File: config.mk
export PLATFORM = sky130hd
export DESIGN_NAME = mem_port_arbiter
export DESIGN_NICKNAME = d
export VERILOG_FILES = /design/src/rtl/mem_port_arbiter.sv
export SDC_FILE = /design/constraint.sdc
export NUM_CORES = 1
export LEC_CHECK = 0
export BUFFER_PORTS_ARGS = -buffer_cell sky130_fd_sc_hd__buf_2
export CAP_MARGIN = 40
export CELL_PAD_IN_SITES_DETAIL_PLACEMENT = 1
export CELL_PAD_IN_SITES_GLOBAL_PLACEMENT = 1
export CORE_MARGIN = 1.5
export CORE_UTILIZATION = 32
export CTS_CLUSTER_SIZE = 20
export DETAILED_ROUTE_END_ITERATION = 8
export GPL_TIMING_DRIVEN = 0
export PLACE_DENSITY = 0.78
export SLEW_MARGIN = 20
export SYNTH_ARGS = -nofsm -noshare
export SYNTH_HDL_FRONTEND = slang
export SYNTH_SLANG_ARGS = --single-unit
File: constraint.sdc
create_clock -name clk -period 4.4 [get_ports clk]
set_clock_uncertainty 0.2 [all_clocks]
set_input_delay 0.22 -clock clk [delete_from_list [all_inputs] [get_ports clk]]
set_output_delay 0.22 -clock clk [all_outputs]
set_load 0.03 [all_outputs]
File: src/rtl/mem_port_arbiter.sv
// Round-robin arbiter sharing one variable-latency memory bus
// between the instruction-fetch port and the data port.
module mem_port_arbiter #(
  parameter int ADDR_WIDTH = 32,
  parameter int DATA_WIDTH = 32,
  parameter int TIMEOUT    = 255
) (
  input  logic                  clk,
  input  logic                  rst,
  input  logic                  i_req,
  input  logic [ADDR_WIDTH-1:0] i_addr,
  output logic [DATA_WIDTH-1:0] i_rdata,
  output logic                  i_ready,
  input  logic                  d_ren,
  input  logic                  d_wen,
  input  logic [ADDR_WIDTH-1:0] d_addr,
  input  logic [DATA_WIDTH-1:0] d_wdata,
  output logic [DATA_WIDTH-1:0] d_rdata,
  output logic                  d_ready,
  output logic                  if_stall,
  output logic                  mem_stall,
  output logic                  bus_req,
  output logic                  bus_we,
  output logic [ADDR_WIDTH-1:0] bus_addr,
  output logic [DATA_WIDTH-1:0] bus_wdata,
  input  logic                  bus_ack,
  input  logic [DATA_WIDTH-1:0] bus_rdata,
  output logic                  bus_err
);

  localparam int CW = (TIMEOUT < 1) ? 1 : $clog2(TIMEOUT + 1);
  localparam logic [CW-1:0] TMAX = CW'(TIMEOUT);

  typedef enum logic [2:0] {
    IDLE,
    I_WAIT,
    D_WAIT,
    I_DONE,
    D_DONE,
    ERR
  } state_t;

  state_t        state;
  state_t        state_n;
  logic          last_i;
  logic [CW-1:0] cnt;
  logic          d_pend;
  logic          issue;
  logic          sel_d;
  logic          waiting;
  logic          tmo;

  assign d_pend    = d_ren | d_wen;
  assign waiting   = (state == I_WAIT) || (state == D_WAIT);
  assign i_ready   = (state == I_DONE);
  assign d_ready   = (state == D_DONE);
  assign if_stall  = i_req & ~i_ready;
  assign mem_stall = d_pend & ~d_ready;

  always_ff @(posedge clk or posedge rst) begin
    if (rst) begin
      state <= IDLE;
    end else begin
      state <= state_n;
    end
  end

  always_comb begin
    state_n = state;
    issue   = 1'b0;
    sel_d   = 1'b0;
    tmo     = 1'b0;
    unique case (state)
      IDLE: begin
        // On a tie the port not served last wins.
        if (d_pend && (!i_req || last_i)) begin
          issue   = 1'b1;
          sel_d   = 1'b1;
          state_n = D_WAIT;
        end else if (i_req) begin
          issue   = 1'b1;
          state_n = I_WAIT;
        end
      end
      I_WAIT, D_WAIT: begin
        if (bus_ack) begin
          state_n = (state == I_WAIT) ? I_DONE : D_DONE;
        end else if (TIMEOUT != 0 && cnt == TMAX) begin
          tmo     = 1'b1;
          state_n = ERR;
        end
      end
      I_DONE, D_DONE: state_n = IDLE;
      ERR:            state_n = ERR;
      default:        state_n = IDLE;
    endcase
  end

  always_ff @(posedge clk or posedge rst) begin
    if (rst) begin
      last_i    <= 1'b1;
      bus_req   <= 1'b0;
      bus_we    <= 1'b0;
      bus_addr  <= '0;
      bus_wdata <= '0;
      i_rdata   <= '0;
      d_rdata   <= '0;
      bus_err   <= 1'b0;
      cnt       <= '0;
    end else begin
      if (issue) begin
        bus_req   <= 1'b1;
        bus_we    <= sel_d & d_wen;
        bus_addr  <= sel_d ? d_addr : i_addr;
        bus_wdata <= sel_d ? d_wdata : '0;
        cnt       <= '0;
      end
      if (waiting) begin
        if (bus_ack) begin
          bus_req <= 1'b0;
          if (state == I_WAIT) begin
            i_rdata <= bus_rdata;
          end else if (!bus_we) begin
            d_rdata <= bus_rdata;
          end
        end else if (tmo) begin
          bus_req <= 1'b0;
          bus_err <= 1'b1;
        end else if (cnt != '1) begin
          cnt <= cnt + 1'b1;
        end
      end
      if (state == I_DONE) begin
        last_i <= 1'b1;
      end
      if (state == D_DONE) begin
        last_i <= 1'b0;
      end
    end
  end

endmodule
==> qor.yml, run 1 <==
postCtsSetupRepairBufs: 0
whs_ns: 0.0174
ys_warn_count: 0
min_path_type: "input port to flip-flop"
synth_top_area_frac: 0.622
io_pins: 269
critPathTopFamily: "buffers and inverters"
synthAdderAreaFrac: 0.00219
synthMuxAreaShare: 0.133
via_per_inst: 4.98
final-seq-area_um2: 3580
p_per_area_nw_per_um2: 807
synth-async-reset-ratio: 1.00
cp_cell_sequence: "clkbuf_1 > nor3_1 > o221a_2 > buf_2 > buf_2 > nand2_1 > a31oi_1 > dlygate4sd3_1"
crit_top_cell: "buf_2"
synth_seq_cells: 143
worst_ir_drop_vdd_mv: 0.383
synth.most_common_cell: "dfrtp_1"
postCtsResizedCells: 0
grt.overflow.total: 0
power_frac_clock: 0.201
cts_max_level: 4
clk_path_buf_depth: 2
p_leak_nw: 4.53
maxSlewViolCount: 0
hold_viol_final: 0
avgSynthCellArea_um2: 12.2
layout-drive-gt1-share: 0.428
period_minus_slack_ns: 2.97
ys.flop_type: "dfrtp_1"
rsz0062_at_grt: "no"
wl_per_cell_um: 19.0
drtIter0Drc: 191
switching_share: 0.429
clk_latency_ns: 0.41
area_growth_pct: 62.7
num_vias: 5609
synth_cells: 469
routabilityCongestion: 0.774
startpoint_type: "flip-flop"
power.switching_w: 0.00322
grt_use_met1: 0.257
cp_max_fo: 10
hpwl_mm: 12.9
synth_top_family_by_area: "multiplexers"
initial_core_util: 0.329
synthTopCellsByArea: "dfrtp_1 62%, mux2_2 13%, a22o_1 5.1%, nand2_1 4.7%, a31oi_1 3.6%"
port_buffers: 268
grt_usage: 0.234
synth.distinct_cells: 39
cts-hold-fix-buffers: 131
max_cap_viol_count: 0
crit_path_max_incr_delay_ns: 0.58
clock-root-buffer: "clkbuf_16"
cts_buffers: 17
yosys.area_share.simple: 0.103
core-area_um2: 17400
setup_viol: 0
die_h_um: 137
n_fill_cell: 1930
worstSetupEndpointType: "flip-flop"
drt_first_pass_iters: 4
syn_area_um2: 5720
grt_pass1_wl_mm: 33.1
synth_xor_area_frac: 0.00153
grt_start_max_net_pins: 79
fin_cells: 1126
cts_tree: "yes"
required_ns: 4.55
outcome: "finished clean"
crit_slowest_cell: "dlygate4sd3_1"
rows: 48
tightest_slew_ns: 0.720
synth_compound_area_frac: 0.106
synth.largest_area_cell: "dfrtp_1"
cts.sinks: 143
drc: 0
dp_slack_ns: 1.89
busiest_layer: "met2"
pwr-share-comb: 0.498
die_x_um: 137
die_area_um2: 18700
antenna_found_initial: 1
multiInputGateArea_um2: 1980
use_met2: 0.410
seqPwrFrac: 0.301
clk_pin_slew_ns: 0.06
fin_nets: 1023
syn-num-nets: 604
setup_tns_ns: 0
synth_commonest_cells: "142 x dfrtp_1, 71 x nand2_1, 65 x mux2_2, 41 x nor2_1"
first_global_vias: 6236
ys_seq_area_frac: 0.626
drt_wl_total_mm: 21.4
fmax_mhz: 337
max_slew_margin: 0.520
dp.cells: 963
ant_nets: 0
p_int_w: 0.00429
crit_type: "flip-flop to flip-flop"
grtUsageMet3: 0.0700
fin_ws_ns: 1.43
finalCritPeriodShare: 0.675
synth_edf_count: 0
cp.buffers_inverters: 4
cp.arrival_ns: 3.12
[cells by family (layout without fill, tap and decap cells)]
group / after synthesis / after routing
multiplexers: 68 / 68
AO/OA/AOI/OAI: 81 / 81
AND/OR/NAND/NOR: 139 / 139
other: 0 / 2
adder cells (fa/ha/maj): 1 / 1
flip-flops: 143 / 143
buffers and inverters: 36 / 466
XOR/XNOR: 1 / 1
[final timing paths]
check | startpoint | end | slack [ns] | cells after the start
min in group asynchronous | rst | i_rdata[18]$_DFFE_PP0P_ | 0.19 | 3
setup reg to reg | state[2]$_DFFE_PP0P_ | bus_addr[6]$_DFFE_PP0P_ | 1.43 | 8
hold / removal | bus_ack | bus_req$_DFF_PP0_ | 0.02 | 3
max in group asynchronous | rst | bus_wdata[10]$_DFFE_PP0P_ | 3.05 | 4
setup / recovery | state[2]$_DFFE_PP0P_ | bus_addr[6]$_DFFE_PP0P_ | 1.43 | 8
hold reg to reg | bus_err$_DFFE_PP0P_ | bus_err$_DFFE_PP0P_ | 0.27 | 1
[sequential cells by signal, summed over array words and instances (netlist names)]
signal     flops
d_rdata       32
bus_addr      32
bus_req        1
i_rdata       32
state          3
bus_wdata     32
last_i         1
bus_we         1
cnt            8
bus_err        1
[power groups by stage]
stage | sequential (W) | combinational (W) | clock, W
finish | 0.00226 | 0.00374 | 0.00151
global route | 0.00233 | 0.00398 | 0.00159
CTS | 0.00224 | 0.00367 | 0.00154
detailed placement | 0.00225 | 0.00330 | 0
global placement | 0.00222 | 0.00322 | 0
floorplan | 0.00335 | 0.00112 | 0
[cells in the final DEF (no fill, tap or decap), types with 2 or more instances in the layout]
master         instances
a22o_1                33
or3_1                  2
nand3_1                5
nor3_1                 5
bufinv_16              4
a21oi_1                2
dfrtp_1              142
o21ai_0                4
and2_1                 3
dlygate4sd3_1        131
mux2i_1                3
buf_2                285
clkbuf_1              16
nand2_1               71
clkinv_4               3
mux2_2                65
clkinvlp_4             2
nor4_1                 3
diode_2                2
inv_1                  4
clkbuf_16             17
a31oi_1               33
nor2_1                41
[layout make-up]
cell class / instances / area share
flip-flops and latches: 143 / 0.385
repair buffers: 400 / 0.288
multi-input cells: 290 / 0.213
clock buffers: 21 / 0.0484
well taps: 225 / 0.0303
clock inverters: 9 / 0.0174
plain buffers: 31 / 0.0149
inverters: 5 / 0.00282
diodes: 2 / 0.000538
[metal layers]
metal / up-vias / share of wire
li1: 2501 / -
met1: 2803 / 0.38
met2: 248 / 0.51
met3: 57 / 0.070
met4: 0 / 0.037
met5: - / 0
[tightest hold or removal path, stage by stage]
cell	delay, ns
buf_2	0.13
nor2_1	0.10
o32a_2	0.14
[metrics by stage]
stage,power (W),instance area [um^2],utilization
3_3_place_gp,0.00543,7340,0.423
4_1_cts,0.00744,9300,0.536
6_report,0.00751,9300,0.536
2_1_floorplan,0.00447,5720,-
3_5_place_dp,0.00555,7370,0.425
5_1_grt,0.00790,9300,0.536
No activity file was read; power rests on OpenSTA's default activity.
==> run 2: changes to the inputs <==
==> constraint.sdc (replaced) <==
create_clock -name clk -period 2.6 [get_ports clk]
set_clock_uncertainty 0.2 [all_clocks]
set_input_delay 0.13 -clock clk [delete_from_list [all_inputs] [get_ports clk]]
set_output_delay 0.13 -clock clk [all_outputs]
set_load 0.03 [all_outputs]
==> run 2 against run 1 <==
Net effect: sequential share of layout area shrank 0.35 points; maximum frequency increased by 24%; worst hold slack improved by 0.057 ns; critical path depth decreased by 2; critical endpoint is now bus_addr[1]$_DFFE_PP0P_.
==> qor.yml, run 2 (synthesis results as in run 1) <==
setup_tns_ns: 0  # unchanged
grt_use_met1: 0.269  # +0.0120
cp_cell_sequence: "clkbuf_1 > nor3_1 > o221a_2 > clkbuf_1 > nand2_1 > a31oi_1"
p_leak_nw: 4.59  # +1.4%
initial_core_util: 0.329  # unchanged
final_common_cell: "buf_2"
dp_slack_ns: 0.152  # -1.74 ns
place_area_um2: 7450  # +1.0%
die_area_um2: 18700  # unchanged
critPathTopFamily: "buffers and inverters"
fin_nets: 1029  # +0.59%
required_ns: 2.74  # -1.81 ns
drtIter0Drc: 216  # +13%
drt_first_pass_iters: 4  # unchanged
clk_pin_slew_ns: 0.07  # about the same
rsz0062_at_grt: "no"
crit_slowest_cell: "clkbuf_1"
grt_usage: 0.237  # +0.00345
utilization: 0.541  # +0.00490
outcome: "finished clean"
startpoint_type: "flip-flop"
antenna_found_initial: 0  # -1
io_pins: 269  # unchanged
period_minus_slack_ns: 2.40  # -0.575 ns
total_power_w: 0.0122  # +62%
drc: 0  # unchanged
hold_viol_final: 0  # unchanged
busiest_layer: "met2"
min_path_type: "input port to flip-flop"
cp.arrival_ns: 2.53  # -0.59 ns
fmax_mhz: 417  # +24%
routabilityCongestion: 0.771  # -0.37%
final_cell_mix: "285 x buf_2, 142 x dfrtp_1, 133 x dlygate4sd3_1"
worst_ir_drop_vdd_mv: 0.677  # +77%
crit_top_cell: "clkbuf_1"
num_vias: 5609  # unchanged
maxSlewViolCount: 0  # unchanged
grt.overflow.total: 0  # unchanged
die_x_um: 137  # unchanged
antenna_cells: 0  # -2
max_slew_margin: 0.595  # +0.0750
ant_nets: 0  # unchanged
cts.sinks: 143  # unchanged
core-area_um2: 17400  # unchanged
setup_viol: 0  # unchanged
max_cap_viol_count: 0  # unchanged
grt_start_max_net_pins: 34  # -57%
area_growth_pct: 64.2
grtUsageMet3: 0.0656  # -0.00444
rows: 48  # unchanged
first_global_vias: 6198  # -0.61%
cp_max_fo: 10  # unchanged
cts_max_level: 4  # unchanged
layout-drive-gt1-share: 0.434  # +0.00615
hpwl_mm: 13.4  # +3.5%
finalCritPeriodShare: 0.922  # +0.246
fin_ws_ns: 0.204  # -1.22 ns
worstSetupEndpointType: "flip-flop"
clk_path_buf_depth: 2  # unchanged
postLayoutCellArea_um2: 9390  # +0.91%
crit_path_max_incr_delay_ns: 0.47  # -0.11 ns
p_per_area_nw_per_um2: 1300  # +61%
n_fill_cell: 1922  # -0.41%
cts_buffers: 17  # unchanged
wl_per_cell_um: 19.2  # +1.1%
tightest_slew_ns: 0.603  # -0.117 ns
cts_tree: "yes"
die_h_um: 137  # unchanged
clock-root-buffer: "clkbuf_16"
clk_latency_ns: 0.41  # about the same
cp.buffers_inverters: 2  # -2
port_buffers: 268  # unchanged
grt_pass1_wl_mm: 33.6  # +1.5%
drt_wl_total_mm: 21.8  # +1.6%
use_met2: 0.418  # +0.00782
crit_type: "flip-flop to flip-flop"
via_per_inst: 4.95  # -0.53%
## run 2: worst paths after layout
kind	startpoint	endpoint	slack, ns	depth (start not counted)
setup / recovery	state[2]$_DFFE_PP0P_	bus_addr[1]$_DFFE_PP0P_	0.20	6
hold / removal	d_ren	state[0]$_DFFE_PP0P_	0.07	4
setup reg to reg	state[2]$_DFFE_PP0P_	bus_addr[1]$_DFFE_PP0P_	0.20	6
hold reg to reg	bus_err$_DFFE_PP0P_	bus_err$_DFFE_PP0P_	0.27	1
max in group asynchronous	rst	last_i$_DFFE_PP1P_	0.69	7
min in group asynchronous	rst	bus_wdata[10]$_DFFE_PP0P_	0.61	4
## run 2: worst min-delay path, delay by kind of cell
| family | cells | cell delay [ns] |
|---|---|---|
| buffers and inverters | 1 | 0.12 |
| AOI/OAI and AO/OA | 3 | 0.38 |
## run 2: per-stage QoR
stage	hold slack [ns]	instances
detailed placement	-0.121	967
finish	0.0747	1132
global route	0.0913	1132
CTS	0.0499	1132
global placement	0.147	962
floorplan	0.0627	469
## run 2: where the power goes
group	leakage, nW	total, W	internal [W]	switching, W
clock	0.291	0.00251	0.00149	0.00102
combinational	2.57	0.00582	0.00197	0.00385
sequential	1.73	0.00384	0.00325	0.000588
## run 2: cell type report
class | count | area, um^2 | area share
timing repair buffer | 406 | 2780 | 0.296
sequential | 143 | 3580 | 0.381
clock inverter | 12 | 148 | 0.0157
buffer | 31 | 140 | 0.0149
multi-input combinational | 290 | 1980 | 0.211
inverter | 5 | 22.5 | 0.00240
tap | 225 | 282 | 0.0300
clock buffer | 20 | 457 | 0.0487
## run 2: routing by layer
layer,vias to the layer above,share of wire
li1,2520,-
met1,2808,0.39
met2,239,0.51
met3,42,0.066
met4,0,0.030
met5,-,0
## run 2: repair_timing
| action | CTS | global route |
|---|---|---|
| buffers inserted | 0 | 0 |
| endpoints found under the setup margin | 0 | 3 |
| hold endpoints to repair | 259 | 0 |
| gates resized for setup | 0 | 2 |
| hold buffers | 133 | 0 |
==> run 3: changes to the inputs <==
==> config.mk (replaced) <==
export PLATFORM = sky130hd
export DESIGN_NAME = mem_port_arbiter
export DESIGN_NICKNAME = d
export VERILOG_FILES = /design/src/rtl/mem_port_arbiter.sv
export SDC_FILE = /design/constraint.sdc
export NUM_CORES = 1
export LEC_CHECK = 0
export ABC_AREA = 1
export BUFFER_PORTS_ARGS = -buffer_cell sky130_fd_sc_hd__buf_2
export CAP_MARGIN = 40
export CELL_PAD_IN_SITES_DETAIL_PLACEMENT = 1
export CELL_PAD_IN_SITES_GLOBAL_PLACEMENT = 1
export CORE_MARGIN = 1.5
export CORE_UTILIZATION = 30
export DETAILED_ROUTE_END_ITERATION = 8
export GPL_TIMING_DRIVEN = 0
export PLACE_DENSITY = 0.76
export SLEW_MARGIN = 20
export SYNTH_ARGS = -nofsm -noshare
export SYNTH_HDL_FRONTEND = slang
export SYNTH_SLANG_ARGS = --single-unit
export TNS_END_PERCENT = 20
==> run 3 against run 2 <==
Net effect: critical endpoint is now bus_addr[21]$_DFFE_PP0P_; combinational power up 2%; count of clock-buffer cells in the layout shrank 3; sequential share of layout area fell by 1.3 points; die area is 12% higher.
==> qor.yml, run 3 <==
outcome: "finished clean"
initial_core_util: 0.307  # -0.0220
fin_ws_ns: 0.137  # -0.0669 ns
clk_pin_slew_ns: 0.07  # about the same
yosys.area_share.simple: 0.223  # +0.120
r2r_start: "last_i$_DFFE_PP1P_"
cts_tree: "yes"
crit_type: "flip-flop to flip-flop"
drc: 0  # unchanged
clk_latency_ns: 0.42  # about the same
ys_warn_count: 0  # unchanged
synth_seq_cells: 143  # unchanged
multiInputGateArea_um2: 2020  # +2.1%
final_cell_mix: "296 x nand2_1, 280 x buf_2, 142 x dfrtp_1"
postLayoutCellArea_um2: 9720  # +3.5%
rsz0062_at_grt: "no"
crit_slowest_cell: "dlygate4sd3_1"
cp.arrival_ns: 2.56  # +0.03 ns
layout-drive-gt1-share: 0.313  # -0.122
wl_per_cell_um: 16.3  # -15%
max_slew_margin: 0.622  # +0.0274
synth.most_common_cell: "nand2_1"
synth.distinct_cells: 24  # -38%
core-area_um2: 19600  # +13%
io_pins: 269  # unchanged
hpwl_mm: 14.5  # +8.3%
grt.overflow.total: 0  # unchanged
n_fill_cell: 2332  # +21%
cts_max_level: 4  # unchanged
ys.flop_type: "dfrtp_1"
final_common_cell: "nand2_1"
final-seq-area_um2: 3580  # unchanged
finalCritPeriodShare: 0.947  # +0.0257
p_per_area_nw_per_um2: 1250  # -3.9%
first_global_vias: 7058  # +14%
port_buffers: 268  # unchanged
ys_seq_area_frac: 0.595  # -0.0316
setup_viol: 0  # unchanged
die_x_um: 145  # +5.9%
clk_path_buf_depth: 2  # unchanged
num_vias: 6361  # +13%
syn_area_um2: 6020  # +5.3%
rows: 51  # +6.3%
routabilityCongestion: 0.757  # -1.8%
synth_xor_area_frac: 0  # -0.00153
p_leak_nw: 5.38  # +17%
required_ns: 2.70  # -0.04 ns
tightest_slew_ns: 0.565  # -0.0377 ns
maxSlewViolCount: 0  # unchanged
grt_start_max_net_pins: 33  # -2.9%
via_per_inst: 4.58  # -7.6%
synth_cells: 683  # +46%
cp_max_fo: 10  # unchanged
crit_start: "last_i$_DFFE_PP1P_"
die_area_um2: 20900  # +12%
dp.cells: 1220  # +26%
synth_top_family_by_area: "simple AND/OR/NAND/NOR gates"
synth-async-reset-ratio: 1.00  # unchanged
grt_usage: 0.222  # -0.0152
min_path_type: "input port to flip-flop"
ant_nets: 0  # unchanged
antenna_found_initial: 2  # +2
synth_commonest_cells: "296 x nand2_1, 142 x dfrtp_1, 60 x o21ai_0, 54 x inv_1, 32 x a22o_1"
cts.sinks: 143  # unchanged
avgSynthCellArea_um2: 8.81  # -28%
cp_cell_sequence: "inv_1 > nand2_1 > o21ai_0 > nor2_2 > inv_2 > buf_4 > nand2_1 > nand2_1 > dlygate4sd3_1 > nand2_1 > nand2_1"
area_growth_pct: 61.4
fin_cells: 1389  # +23%
worstSetupEndpointType: "flip-flop"
syn-num-nets: 818  # +35%
crit_top_cell: "nand2_1"
place_area_um2: 7780  # +4.4%
die_h_um: 145  # +5.9%
fin_nets: 1244  # +21%
synthTopCellsByArea: "dfrtp_1 59%, nand2_1 18%, o21ai_0 5.0%, a22o_1 4.7%, inv_1 3.4%"
crit_path_max_incr_delay_ns: 0.57  # +0.10 ns
synthMuxAreaShare: 0  # -0.133
max_cap_viol_count: 0  # unchanged
dp_slack_ns: 0.669  # +0.517 ns
synth.largest_area_cell: "dfrtp_1"
synth_edf_count: 0  # unchanged
drtIter0Drc: 202  # -6.5%
period_minus_slack_ns: 2.46  # +0.0669 ns
drt_wl_total_mm: 22.6  # +3.8%
synth_top_area_frac: 0.590  # -0.0314
clock-root-buffer: "clkbuf_16"
drt_first_pass_iters: 4  # unchanged
fmax_mhz: 406  # -2.7%
grt_pass1_wl_mm: 35.5  # +5.8%
synth_compound_area_frac: 0.111  # +0.00463
cts_buffers: 17  # unchanged
startpoint_type: "flip-flop"
total_power_w: 0.0121  # -0.49%
min_from: "i_req"
whs_ns: 0.0977  # +0.0230 ns
synthAdderAreaFrac: 0.00208  # -0.000111
worst_ir_drop_vdd_mv: 0.514  # -24%
hold_viol_final: 0  # unchanged
-- run 3: cell count changes in the layout (fill, tap and decap cells not counted), sizes merged, moves of 10 or more --
cell	change
nor2	-23
inv	+55
a31oi	-33
mux2	-65
buf	+11
nand2	+228
nand3	+11
o21ai	+69
clkbuf	-10
-- run 3: cells by family (layout without fill, tap and decap cells) --
family	after synthesis	in the layout
AOI/OAI and AO/OA	108	108
adders and majority gates	1	1
buffers and inverters	92	531
DFF	143	143
other	0	2
and+or+nand+nor	339	339
-- run 3: path summary, 6_finish.rpt --
check                           depth (start not counted)  slack, ns                        to
worst max-delay path                                   11       0.14  bus_addr[21]$_DFFE_PP0P_
worst min-delay path                                    7        0.1      state[0]$_DFFE_PP0P_
worst max register to register                         11       0.14  bus_addr[21]$_DFFE_PP0P_
worst min register to register                          2       0.27  bus_addr[31]$_DFFE_PP0P_
max in group asynchronous                               5       1.28    i_rdata[6]$_DFFE_PP0P_
min in group asynchronous                               3       0.11  bus_wdata[0]$_DFFE_PP0P_
-- run 3: layout make-up --
class                   count  share of cell area
diodes                      2            0.000515
plain buffers              33              0.0215
flip-flops and latches    143               0.368
repair buffers            408               0.286
inverters                  58              0.0228
well taps                 265              0.0341
multi-input cells         448               0.208
clock inverters            15              0.0153
clock buffers              17              0.0438
-- run 3: report_power, final --
group	switching [W]	internal (W)	leakage [nW]
Combinational	0.00401	0.00195	3.29
Sequential	0.000542	0.00318	1.81
Clock	0.00108	0.00135	0.283
-- run 3: what timing repair did --
action | 4_1_cts | 5_1_grt
gates resized for setup | 0 | 8
hold buffers | 133 | 0
setup endpoints to repair | 0 | 9
setup buffers | 0 | 3
hold endpoints to repair | 242 | 0
-- run 3: worst max-delay path, delay by kind of cell (launching register included) --
family / cells / cell delay (ns)
buf+inv: 4 / 0.90
simple gates: 6 / 0.56
flops: 1 / 0.53
compound gates: 1 / 0.13
-- run 3: through the flow --
stage                     TNS (ns)  utilization
final                            0        0.496
after global routing             0        0.496
after CTS                        0        0.494
after detailed placement         0        0.397
after global placement      -78.20        0.393
after floorplan                  0            -
-- run 3: routing by layer --
layer  wire (um)  track usage
met1        8920        0.242
met2       11600        0.403
met3        1200       0.0563
met4         856        0.104
met5           0            0
